### src/rtl/seq_det_event_logger.sv
// Event logger for sequence-detector hits: timestamps each detection, tags it
// with the gap since the previous one, and queues it for a valid/ready consumer.
module seq_det_event_logger #(
    parameter int TS_W  = 16,
    parameter int GAP_W = 8,
    parameter int DEPTH = 4,
    parameter int CNT_W = 16
) (
    input  logic                     clk,
    input  logic                     rst,
    input  logic                     en,
    input  logic                     clear,
    input  logic                     detected,
    output logic                     ev_valid,
    input  logic                     ev_ready,
    output logic [TS_W-1:0]          ev_ts,
    output logic [GAP_W-1:0]         ev_gap,
    output logic [$clog2(DEPTH):0]   fifo_level,
    output logic [CNT_W-1:0]         total_count,
    output logic [CNT_W-1:0]         drop_count,
    output logic                     overflow
);

    localparam int AW = $clog2(DEPTH);
    localparam int LW = AW + 1;
    localparam logic [LW-1:0] FULL_LVL = LW'(DEPTH);

    logic [TS_W-1:0]  r_ts;
    logic [GAP_W-1:0] r_since;
    logic             r_prev_vld;
    logic [TS_W-1:0]  r_mem_ts  [DEPTH];
    logic [GAP_W-1:0] r_mem_gap [DEPTH];
    logic [AW-1:0]    r_wr_ptr;
    logic [AW-1:0]    r_rd_ptr;
    logic [LW-1:0]    r_level;
    logic [CNT_W-1:0] r_total;
    logic [CNT_W-1:0] r_drop;
    logic             r_ovf;

    logic             w_event;
    logic             w_pop;
    logic             w_full;
    logic             w_push;
    logic             w_drop;
    logic [GAP_W-1:0] w_gap;

    assign w_event = en & detected;
    assign w_pop   = (r_level != '0) & ev_ready;
    assign w_full  = (r_level == FULL_LVL);
    // A full FIFO still accepts when its head leaves on the same edge.
    assign w_push  = w_event & (~w_full | w_pop);
    assign w_drop  = w_event & w_full & ~w_pop;
    assign w_gap   = r_prev_vld ? r_since : '1;

    always_ff @(posedge clk or posedge rst) begin
        if (rst) begin
            r_ts       <= '0;
            r_since    <= '0;
            r_prev_vld <= 1'b0;
            r_wr_ptr   <= '0;
            r_rd_ptr   <= '0;
            r_level    <= '0;
            r_total    <= '0;
            r_drop     <= '0;
            r_ovf      <= 1'b0;
            for (int i = 0; i < DEPTH; i++) begin
                r_mem_ts[i]  <= '0;
                r_mem_gap[i] <= '0;
            end
        end else if (clear) begin
            r_ts       <= '0;
            r_since    <= '0;
            r_prev_vld <= 1'b0;
            r_wr_ptr   <= '0;
            r_rd_ptr   <= '0;
            r_level    <= '0;
            r_total    <= '0;
            r_drop     <= '0;
            r_ovf      <= 1'b0;
            for (int i = 0; i < DEPTH; i++) begin
                r_mem_ts[i]  <= '0;
                r_mem_gap[i] <= '0;
            end
        end else begin
            if (en) begin
                r_ts <= r_ts + TS_W'(1);
            end

            // r_since holds enabled cycles elapsed since the last event.
            if (w_event) begin
                r_since    <= GAP_W'(1);
                r_prev_vld <= 1'b1;
            end else if (en && r_since != '1) begin
                r_since <= r_since + GAP_W'(1);
            end

            if (w_event && r_total != '1) begin
                r_total <= r_total + CNT_W'(1);
            end

            if (w_drop) begin
                r_ovf <= 1'b1;
                if (r_drop != '1) begin
                    r_drop <= r_drop + CNT_W'(1);
                end
            end

            if (w_push) begin
                r_mem_ts[r_wr_ptr]  <= r_ts;
                r_mem_gap[r_wr_ptr] <= w_gap;
                r_wr_ptr            <= r_wr_ptr + AW'(1);
            end

            if (w_pop) begin
                r_rd_ptr <= r_rd_ptr + AW'(1);
            end

            unique case ({w_push, w_pop})
                2'b10:   r_level <= r_level + LW'(1);
                2'b01:   r_level <= r_level - LW'(1);
                default: r_level <= r_level;
            endcase
        end
    end

    assign ev_valid    = (r_level != '0);
    assign ev_ts       = r_mem_ts[r_rd_ptr];
    assign ev_gap      = r_mem_gap[r_rd_ptr];
    assign fifo_level  = r_level;
    assign total_count = r_total;
    assign drop_count  = r_drop;
    assign overflow    = r_ovf;

endmodule

### config.mk
export PLATFORM = sky130hd
export DESIGN_NAME = seq_det_event_logger
export DESIGN_NICKNAME = d
export VERILOG_FILES = /design/src/rtl/seq_det_event_logger.sv
export SDC_FILE = /design/constraint.sdc
export NUM_CORES = 1
export LEC_CHECK = 0
export ABC_AREA = 1
export ABC_CLOCK_PERIOD_IN_PS = 13200
export CAP_MARGIN = 15
export CORE_MARGIN = 2
export CORE_UTILIZATION = 45
export CTS_CLUSTER_SIZE = 8
export DETAILED_ROUTE_END_ITERATION = 12
export PLACE_DENSITY = 0.73
export SYNTH_ARGS = -nofsm -noshare
export SYNTH_HDL_FRONTEND = slang
export SYNTH_SLANG_ARGS = --single-unit
### constraint.sdc
create_clock -name clk -period 13.2 [get_ports clk]
set_input_delay 2.64 -clock clk [delete_from_list [all_inputs] [get_ports clk]]
set_output_delay 2.64 -clock clk [all_outputs]
set_load 0.01 [all_outputs]
==> Word level (Yosys, flattened, before mapping) <==
Index checks and enable logic that the tools add are counted.
Widths: inputs -> output; s select.
{ "word_totals": {"out_inout_bits": 61, "wordCells": 95, "in_bits": 6, "reg_bits": 161} }
{ "op_classes": {"order_cmp": 3, "reduce_logical": 14, "bitwise_logic": 10, "n_addsub": 8, "n_eq_ne": 6, "mux": 37} }
{ "ops": {"columns": ["operator", "n"], "rows": [
  ["$mux 16", 10],
  ["$mux 64", 2],
  ["$bwmux 64", 1],
  ["$mux 32", 2],
  ["$mux 8", 7],
  ["$add 16x1->16 const B", 3],
  ["$bmux 16 s2", 1],
  ["$bwmux 32", 1],
  ["$demux 16 s2", 1],
  ["$ne 16x16->1 const B", 2],
  ["$bmux 8 s2", 1],
  ["$demux 8 s2", 1],
  ["$reduce_bool 2->1", 7],
  ["$reduce_bool 3->1", 3],
  ["$add 8x1->8 const B", 1],
  ["$mux 2", 4],
  ["$ne 8x8->1 const B", 1],
  ["$ge 3x3->1 const B", 2],
  ["$not 2->3", 2],
  ["$pmux 3 s2", 1],
  ["$and 1x1->1", 5],
  ["$add 2x1->2 const B", 2],
  ["$mux 1", 4],
  ["$add 3x1->3 const B", 1],
  ["10 further kinds", 13]
]} }

==> Depth between registers and ports, before layout <==
Gate-level depths: netlist of run 1.
{ "logic_depth": {"word_depth": 8, "ltp_mapped": 10, "ltp_nobuf": 10} }

==> Worst setup path after synthesis of run 1 <==
No wires, ideal clock.
{ "synth_path": {"path_type": "reg2out", "startpoint": "register r_rd_ptr[0]", "endpoint": "output ev_ts[10]", "slack_ns": 9.234, "arrival_time_ns": 1.326, "stages_incl_launch_ff": 7, "path_buffers": 3, "t_required_ns": 10.560, "cell_sequence": "dfrtp_1 -> clkbuf_1 -> inv_1 -> buf_2 -> clkbuf_1 -> a21oi_1 -> a21oi_1"} }
{ "synth_via": {"elab_chain_len": 4} }
{ "synth_lines": {"columns": ["element", "line_no", "source"], "rows": [
  ["start: declaration", "34", "logic [AW-1:0] r_rd_ptr;"],
  ["start signal: assignment", "115", "r_rd_ptr <= r_rd_ptr + AW'(1);"],
  ["$not 2->3 (implied by the code)", "127", "assign ev_ts = r_mem_ts[r_rd_ptr];"],
  ["$bmux 16 s2", "127", null],
  ["$mux 16 (implied by the code) (2 in series)", "127", null],
  ["end: declaration", "16", "output logic [TS_W-1:0] ev_ts,"]
]} }
Every way passes these cells. The select of a mux whose other input is x is not followed.

==> Worst setup path after layout of run 1 <==
{ "layout_path": {"startpoint": "input clear", "endpoint": "register r_drop[5], in the netlist drop_count[5]"} }
{ "layout_via": {"elab_chain_len": 2, "word_cells_on_any_way": 4, "classes_between": "mux (1); reduce/logical (3)"} }
{ "layout_lines": {"columns": ["element", "line_no", "source"], "rows": [
  ["start: declaration", "12", "input logic clear,"],
  ["$reduce_bool 2->1 (no source line)", null, null],
  ["$reduce_and 2->1 (no source line)", null, null],
  ["end signal: assignment", "104", "r_drop <= r_drop + CNT_W'(1);"],
  ["end: declaration", "37", "logic [CNT_W-1:0] r_drop;"]
]} }
Parallel ways exist; a longest one is shown, timed or not.
A chain may end at the register's enable or synchronous reset.

==> flow_summary.json, run 1 <==
{
  "outcome": "completed",
  "p_leak_uw": 0.00409,
  "ctsHoldBuffers": 0,
  "synth_seq_cells": 161,
  "dieWidth_um": 139,
  "drc": 0,
  "die-area_um2": 19300,
  "routedWlPerCell_um": 15.7,
  "grt_pass1_vias": 6989,
  "cts_setup_buffers": 0,
  "grt_pass1_wl_um": 34700,
  "htree_num_levels": 4,
  "yosysMostFrequentCell": "nand2_1",
  "clkLatencyLatePin_ns": 0.43,
  "antenna_found_initial": 0,
  "cts_buffers": 17,
  "cp_slowest_cell": "clkdlybuf4s50_1",
  "grt_use_total_pct": 21.8,
  "die_h_um": 139,
  "grt-ovfl-total": 0,
  "hold_slack_ns": 0.514,
  "finalSetupViolations": 0,
  "timing.setup.tns_ns": 0,
  "port_buffers": 66,
  "cts_tree": "built",
  "critPathBufInv": 4,
  "worst_setup_path_start_kind": "primary input",
  "syn_inst": 1024,
  "cpPeakStageDelay_ns": 0.78,
  "nFillCells": 1671,
  "synthesis.area_um2": 8180,
  "ys.flop_type": "dfrtp_1",
  "grt_setup_unrepaired": "no",
  "drv_cap": 0,
  "drive_gt1_share_pct": 5.68,
  "power_density_nw_per_um2": 121,
  "synth_area_leaders": "dfrtp_1 (49%), nand2_1 (8.7%), nand3_1 (7.5%)",
  "boundaryPins": 67,
  "nNetsFinal": 1076,
  "critPathKind": "in2reg",
  "drt_iter0_drc": 599,
  "fin_crit_ns": 5.71,
  "ant_nets": 0,
  "syn2layout_area_growth_pct": 16.3,
  "dp.final_hpwl_um": 12800,
  "grt_max_degree": 79,
  "clk_pin_slew_worst_paths_ns": 0.07,
  "clk_root_buffer_cell": "clkbuf_16",
  "clock-sinks": 161,
  "initial_core_util_pct": 45.7,
  "synth_cell_types": 34,
  "cts_resized": 0,
  "ys_top_cells_by_count": "nand2_1 (189), dfrtp_1 (161), nand3_1 (123)",
  "wirelength_um": 20500,
  "postSynthAreaPerCell_um2": 7.99,
  "rows": 49,
  "async_flop_share_pct": 100,
  "crit_top_cell": "nand2_1",
  "max_clock_freq_mhz": 175,
  "synth_edf_count": 0,
  "diodes": 0,
  "crit_path_cell_trace": "clkdlybuf4s50_1 -> inv_4 -> buf_4 -> o21ai_0 -> nand2_1 -> inv_1 -> nand2_1 -> nand2_1",
  "critPathTopFamily": "buffers and inverters",
  "yosysTopAreaCellShare_pct": 49.2,
  "final-max-slew-violation-count": 0,
  "worst_pin_slew_ns": 1.02,
  "period_share_pct": 43.3,
  "syn_nets": 1039,
  "vias": 7375,
  "clock_path_buffers": 2,
  "drtPass1Iterations": 5,
  "vdd_drop_max_uv": 96.6,
  "seq_area_frac_synth_pct": 49.2,
  "crit_fanout": 75,
  "ys.warnings.count": 0,
  "gp_routability_congestion": 0.855,
  "coreArea_um2": 17900,
  "finalClockSkew_ns": 0.0102,
  "end_kind": "register",
  "worst_ep_arrival_time_ns": 6.02,
  "hp-class": "reg2reg",
  "cp_data_required_time_ns": 13.51,
  "yosys.area.top_type": "dfrtp_1",
  "via_per_inst": 5.66,
  "finalHoldViolCount": 0,
  "relSlewSlack_pct": 31.8
}
-- flip-flops by register name, summed over array words and instances (netlist names), 2 cells and up --
register	cells
drop_count	16
r_ts	16
r_wr_ptr	2
r_mem_gap	32
fifo_level	3
r_since	8
r_mem_ts	64
r_rd_ptr	2
total_count	16
-- area by class of cell --
type	instances	area (um^2)	share of cell area, %
sequential	161	4030	42.3
multi-input combinational	714	3520	37.0
timing repair buffer	73	713	7.50
clock buffer	18	439	4.62
inverter	94	360	3.79
tap	229	287	3.01
clock inverter	14	165	1.74
-- through the flow --
step | total power (uW) | util, % | area [um^2] | setup slack (ns) | cells
2_1_floorplan | 603 | - | 8180 | 6.21 | 1024
3_3_place_gp | 651 | 49.8 | 8910 | 7.13 | 1271
3_5_place_dp | 653 | 49.8 | 8910 | 7.08 | 1271
4_1_cts | 1160 | 53.2 | 9520 | 7.55 | 1303
5_1_grt | 1190 | 53.2 | 9520 | 7.21 | 1303
6_report | 1150 | 53.2 | 9520 | 7.49 | 1303
-- cell families (layout without fill, tap and decap cells) --
family,after synthesis,in the layout,share of synthesized area [%]
flip-flops,161,161,49.2
buffers and inverters,149,199,7.71
AO/OA/AOI/OAI,247,247,15.7
XOR/XNOR,12,12,1.28
AND/OR/NAND/NOR,446,446,24.6
adder cells (fa/ha/maj),9,9,1.47
-- cell usage in the layout (no fill, tap or decap), types with 2 or more instances in the layout --
master           instances
inv_1                   88
clkbuf_16               17
nand3_2                  4
inv_8                    2
nor2_2                   3
clkinv_4                 2
xor2_1                  12
nor3_1                  10
bufinv_16                2
nand2_1                189
nand3b_1                 5
o21ai_0                 69
buf_4                    7
nand2_2                  5
o22ai_1                 24
nand3_1                123
nor2_1                  72
o21ai_1                 61
dfrtp_1                161
or2_2                    2
ha_1                     8
inv_2                    3
a21oi_1                 85
o21bai_1                 5
nand4_1                 30
clkdlybuf4s50_1         66
inv_6                    7
-- worst min-delay path, stage by stage (launching register included) --
cell and delay [ns]:
dfrtp_1 0.35, nand3_1 0.07, o21ai_0 0.06
-- path summary, 6_finish.rpt --
| path | start | end | slack (ns) | depth (start not counted) |
|---|---|---|---|---|
| max in group asynchronous | rst | r_ts[11]$_DFFE_PP0P_ | 8.76 | 4 |
| worst max register to register | drop_count[0]$_DFFE_PP0P_ | drop_count[5]$_DFFE_PP0P_ | 10.87 | 9 |
| worst min-delay path | r_mem_ts[13]$_DFFE_PP0P_ | r_mem_ts[13]$_DFFE_PP0P_ | 0.51 | 2 |
| min in group asynchronous | rst | drop_count[9]$_DFFE_PP0P_ | 2.57 | 2 |
| worst max-delay path | clear | drop_count[5]$_DFFE_PP0P_ | 7.49 | 8 |
| worst min register to register | r_mem_ts[13]$_DFFE_PP0P_ | r_mem_ts[13]$_DFFE_PP0P_ | 0.51 | 2 |
-- per-layer routing --
metal	routed length, um	GRT usage, %
met5	0	0
met2	9370	34.2
met4	260	5.58
met3	1270	4.14
met1	9570	31.5
-- report_power, final --
part / internal, uW / switching [uW]
sequential: 502 / 10.1
clock: 290 / 215
combinational: 41.7 / 90.5
total: 834 / 315
Power figures use the tool's default switching activity.
==> inputs of run 2 (changes only) <==
Settings changed: ABC_CLOCK_PERIOD_IN_PS 13200 to 5800.
Clock period 13.2 ns to 5.8 ns, I/O delays scaled along.
==> run 2 against run 1 <==
Net effect:
- sequential share of layout area fell by 0.056 points
- final area grew 0.13%
- count of clock-buffer cells in the layout grew 2
- routed wire length is 1.1% higher
- clock power rose by 130%
- non-clock buffer count unchanged
- utilization grew 0.070 points
- worst hold slack got worse by 0.013 ns
- clock skew down 0.0022 ns
- sequential power up 130%
==> flow_summary.json, run 2 (same netlist as run 1, synthesis figures left out) <==
{
  "grt_pass1_vias": 6942,
  "drtPass1Iterations": 6,
  "grt_pass1_wl_um": 35200,
  "nNetsFinal": 1076,
  "highest_layer": "met4",
  "crit_path_cell_trace": "inv_2 -> buf_12 -> o21ai_0 -> a21oi_1 -> a21oi_1 -> clkdlybuf4s50_1",
  "worst_setup_path_start_kind": "register",
  "max_clock_freq_mhz": 239,
  "rows": 49,
  "swShare_pct": 26.3,
  "pwr-share-clk_pct": 44.0,
  "clock_path_buffers": 2,
  "power_switching_uw": 689,
  "vias": 7268,
  "reg_top3": "r_mem_ts x64, r_mem_gap x32",
  "cts_buffers": 17,
  "largest_reg_flops": 64,
  "wl_met2_um": 9450,
  "p_leak_uw": 0.00409,
  "period_share_pct": 72.0,
  "outcome": "completed",
  "grt_setup_unrepaired": "no",
  "rrSetupSlack_ns": 3.51,
  "ctsHoldBuffers": 0,
  "drt_iter0_drc": 626,
  "die-area_um2": 19300,
  "worst_pin_slew_ns": 1.08,
  "die_h_um": 139,
  "crit_top_cell": "a21oi_1",
  "top_register": "r_mem_ts",
  "cts_setup_buffers": 0,
  "power.internal_uw": 1930,
  "boundaryPins": 67,
  "grt_max_degree": 101,
  "wl_met1_um": 9920,
  "cts_tree": "built",
  "ant_nets": 0,
  "clkLatencyLatePin_ns": 0.42,
  "wl_met3_um": 1030,
  "critPathTopFamily": "buffers and inverters",
  "clk_root_buffer_cell": "clkbuf_16",
  "hp-class": "reg2reg",
  "crit_cells": 6,
  "cp_data_required_time_ns": 4.64,
  "worstHoldStart": "overflow$_DFFE_PP0P_",
  "initial_core_util_pct": 45.7,
  "antenna_found_initial": 0,
  "grt-ovfl-total": 0,
  "htree_num_levels": 4,
  "final-max-slew-violation-count": 0,
  "port_buffers": 66,
  "finalHoldViolCount": 0,
  "timing.rr.end": "drop_count[8]$_DFFE_PP0P_",
  "power_density_nw_per_um2": 275,
  "layout.cells.most_common": "nand2_1",
  "power_frac_comb_pct": 11.1,
  "final_cell_mix": "nand2_1 (189), dfrtp_1 (161), nand3_1 (123)",
  "drive_gt1_share_pct": 5.49,
  "reg2reg_depth": 9,
  "crit_fanout": 60,
  "critPathKind": "reg2out",
  "drc": 0,
  "worst_ep_arrival_time_ns": 3.02,
  "cts_resized": 0,
  "end_kind": "output port",
  "dp.final_hpwl_um": 12800,
  "finalSetupViolations": 0,
  "cp_slowest_cell": "dfrtp_1",
  "place_area_um2": 8900,
  "fin_util_pct": 53.2,
  "relSlewSlack_pct": 27.8,
  "dieWidth_um": 139,
  "seqPwrFrac_pct": 44.9,
  "cpPeakStageDelay_ns": 0.94,
  "finalClockSkew_ns": 0.00795,
  "finalInstanceArea_um2": 9530,
  "syn2layout_area_growth_pct": 16.5,
  "critPathBufInv": 3,
  "diodes": 0,
  "gp_routability_congestion": 0.844,
  "vdd_drop_max_uv": 221,
  "grt_use_total_pct": 22.2,
  "clock-sinks": 161,
  "drv_cap": 0,
  "worstReg2RegStart": "drop_count[0]$_DFFE_PP0P_",
  "setup.worst_path.start": "r_rd_ptr[0]$_DFFE_PP0P_",
  "timing.setup.tns_ns": 0,
  "wirelength_um": 20700,
  "via_per_inst": 5.58,
  "coreArea_um2": 17900,
  "endpoint": "ev_ts[7]",
  "clk_pin_slew_worst_paths_ns": 0.06,
  "routedWlPerCell_um": 15.9,
  "fin_crit_ns": 4.18
}
run 2: per-stage QoR:
| step | power [uW] | hold WS (ns) | instances | setup slack, ns |
|---|---|---|---|---|
| after CTS | 2630 | 0.509 | 1302 | 1.35 |
| after global placement | 1470 | 0.489 | 1270 | 1.92 |
| after detailed placement | 1480 | 0.480 | 1270 | 1.82 |
| after global routing | 2730 | 0.536 | 1303 | 1.44 |
| final | 2620 | 0.501 | 1303 | 1.62 |
| after floorplan | 1370 | 0.472 | 1024 | 0.292 |
run 2: worst min path at each step:
stage | to | cells past startpoint
finish | overflow$_DFFE_PP0P_ | 1
global route | r_ts[15]$_DFFE_PP0P_ | 2
CTS | overflow$_DFFE_PP0P_ | 1
detailed placement | overflow$_DFFE_PP0P_ | 1
global placement | overflow$_DFFE_PP0P_ | 1
floorplan | r_ts[15]$_DFFE_PP0P_ | 2
run 2: layer usage:
metal / up-vias / GRT usage [%]
met3: 25 / 3.52
li1: 3531 / -
met5: - / 0
met1: 3507 / 32.8
met4: 0 / 6.70
met2: 205 / 33.8
run 2: cell type report:
class                   count  area [um^2]
clock buffers              20          447
multi-input cells         714         3520
clock inverters            12          158
repair buffers             73          726
well taps                 229          287
flip-flops and latches    161         4030
inverters                  94          360
fillers                  1694         8370
run 2: power groups by stage:
stage | Sequential (uW) | Combinational, uW | Clock, uW
2_1_floorplan | 1180 | 188 | 0
4_1_cts | 1180 | 286 | 1170
3_5_place_dp | 1200 | 283 | 0
5_1_grt | 1180 | 328 | 1220
3_3_place_gp | 1200 | 279 | 0
6_report | 1180 | 292 | 1150
run 2: worst reg2reg max path, stage by stage (launching register included):
cell	delay, ns
dfrtp_1	0.48
ha_1	0.28
nand3_1	0.12
inv_1	0.11
nand2_1	0.11
nand3b_1	0.18
nand2_1	0.63
inv_1	0.14
nand2_1	0.09
nand2_1	0.05
==> inputs of run 3 (changes only) <==
Settings changed: ABC_CLOCK_PERIOD_IN_PS 5800 to 3750, PLACE_DENSITY 0.73 to 0.76.
Clock period 5.8 ns to 3.75 ns, I/O delays scaled along.
==> run 3 against run 2 <==
Net effect:
- clock power grew 51%
- setup slack lost 1.0 ns
- count of clock-buffer cells in the layout is the same
- routed wire length grew 1.4%
- critical path depth shrank 1
- first-iteration DRC count shrank 22%
- critical path type unchanged
- largest cell class unchanged
==> flow_summary.json, run 3 (same netlist as run 1, synthesis figures left out) <==
{
  "fin_util_pct": 53.3,
  "nNetsFinal": 1078,
  "drc": 0,
  "routedWlPerCell_um": 16.1,
  "nFillCells": 1679,
  "clk_pin_slew_worst_paths_ns": 0.06,
  "cts_setup_buffers": 0,
  "clock-sinks": 161,
  "syn2layout_area_growth_pct": 16.7,
  "dp.cells": 1273,
  "fin_crit_ns": 3.13,
  "wirelength_um": 21000,
  "layout.cells.most_common": "nand2_1",
  "finalSetupViolations": 0,
  "drt_iter0_drc": 488,
  "drv_cap": 0,
  "grt_setup_unrepaired": "no",
  "p_leak_uw": 0.00409,
  "cp_data_required_time_ns": 3.00,
  "port_buffers": 66,
  "vias": 7369,
  "reg_top3": "r_mem_ts x64, r_mem_gap x32",
  "relSlewSlack_pct": 33.0,
  "cts_buffers": 17,
  "ant_nets": 0,
  "place_area_um2": 8960,
  "die-area_um2": 19300,
  "die_h_um": 139,
  "htree_num_levels": 4,
  "drtPass1Iterations": 5,
  "vdd_drop_max_uv": 369,
  "clock_path_buffers": 2,
  "worst_ep_arrival_time_ns": 2.38,
  "finalNonFillerCells": 1303,
  "period_share_pct": 83.4,
  "drive_gt1_share_pct": 5.59,
  "gp_routability_congestion": 0.832,
  "dp.final_hpwl_um": 13200,
  "finalInstanceArea_um2": 9540,
  "cts_resized": 0,
  "grt_pass1_vias": 6984,
  "cts_tree": "built",
  "finalHoldViolCount": 0,
  "worstHoldStart": "overflow$_DFFE_PP0P_",
  "worst_setup_path_start_kind": "register",
  "coreArea_um2": 17900,
  "diodes": 0,
  "grt_max_degree": 81,
  "worst_pin_slew_ns": 1.00,
  "grt_pass1_wl_um": 35200,
  "clk_root_buffer_cell": "clkbuf_16",
  "final_cell_mix": "nand2_1 (189), dfrtp_1 (161), nand3_1 (123)",
  "grt_use_total_pct": 22.2,
  "crit_fanout": 50,
  "final-max-slew-violation-count": 0,
  "hp-class": "reg2reg",
  "setup.worst_path.start": "r_rd_ptr[0]$_DFFE_PP0P_",
  "multiInputGateArea_um2": 3520,
  "top_register": "r_mem_ts",
  "timing.setup.tns_ns": 0,
  "end_kind": "output port",
  "boundaryPins": 67,
  "grt-ovfl-total": 0,
  "seq_area_um2": 4030,
  "clkLatencyLatePin_ns": 0.43,
  "finalClockSkew_ns": 0.00978,
  "worstReg2RegStart": "drop_count[0]$_DFFE_PP0P_",
  "max_clock_freq_mhz": 320,
  "power_density_nw_per_um2": 421,
  "outcome": "completed",
  "ctsHoldBuffers": 0,
  "rows": 49,
  "dieWidth_um": 139,
  "antenna_found_initial": 0,
  "via_per_inst": 5.66,
  "initial_core_util_pct": 45.7,
  "critPathKind": "reg2out",
  "largest_reg_flops": 64
}
run 3: final timing paths:
| path | slack, ns | depth (start not counted) | endpoint |
|---|---|---|---|
| setup / recovery | 0.62 | 5 | ev_ts[1] |
| hold / removal | 0.51 | 1 | overflow$_DFFE_PP0P_ |
| setup reg to reg | 1.44 | 9 | drop_count[5]$_DFFE_PP0P_ |
| hold reg to reg | 0.51 | 1 | overflow$_DFFE_PP0P_ |
| max in group asynchronous | 2.20 | 3 | r_mem_gap[3]$_DFFE_PP0P_ |
| min in group asynchronous | 0.75 | 2 | total_count[10]$_DFFE_PP0P_ |
run 3: layout make-up:
cell class / count / area share (%)
clock buffer: 20 / 4.79
clock inverter: 10 / 1.31
inverter: 94 / 3.76
multi-input combinational: 714 / 36.9
sequential: 161 / 42.2
tap: 229 / 3.00
timing repair buffer: 75 / 8.02
run 3: power by group:
group | internal, uW | switching, uW
combinational | 157 | 321
sequential | 1770 | 34.2
clock | 1020 | 719
total | 2950 | 1070
run 3: worst max-delay path, cell delays in order, from the launching register on:
cell and delay (ns):
dfrtp_1 0.39, inv_2 0.33, buf_12 0.28, a21oi_1 0.11, a21oi_1 0.24, clkdlybuf4s50_1 0.59
run 3: stage by stage:
step / total power, uW / worst slack, ns / hold slack, ns
after global routing: 4180 / 0.491 / 0.527
after global placement: 2310 / 0.820 / 0.493
after detailed placement: 2310 / 0.702 / 0.494
final: 4020 / 0.623 / 0.513
after CTS: 4050 / 0.645 / 0.512
after floorplan: 2120 / 0.957 / 0.472
run 3: metal layers:
metal | track usage [%] | part of all wire [%] | wire length, um | up-vias
li1 | - | - | - | 3536
met2 | 34.3 | 46 | 9660 | 251
met4 | 7.44 | 1.6 | 332 | 0
met3 | 4.77 | 6.4 | 1340 | 27
met1 | 31.3 | 46 | 9640 | 3555
met5 | 0 | 0 | 0 | -
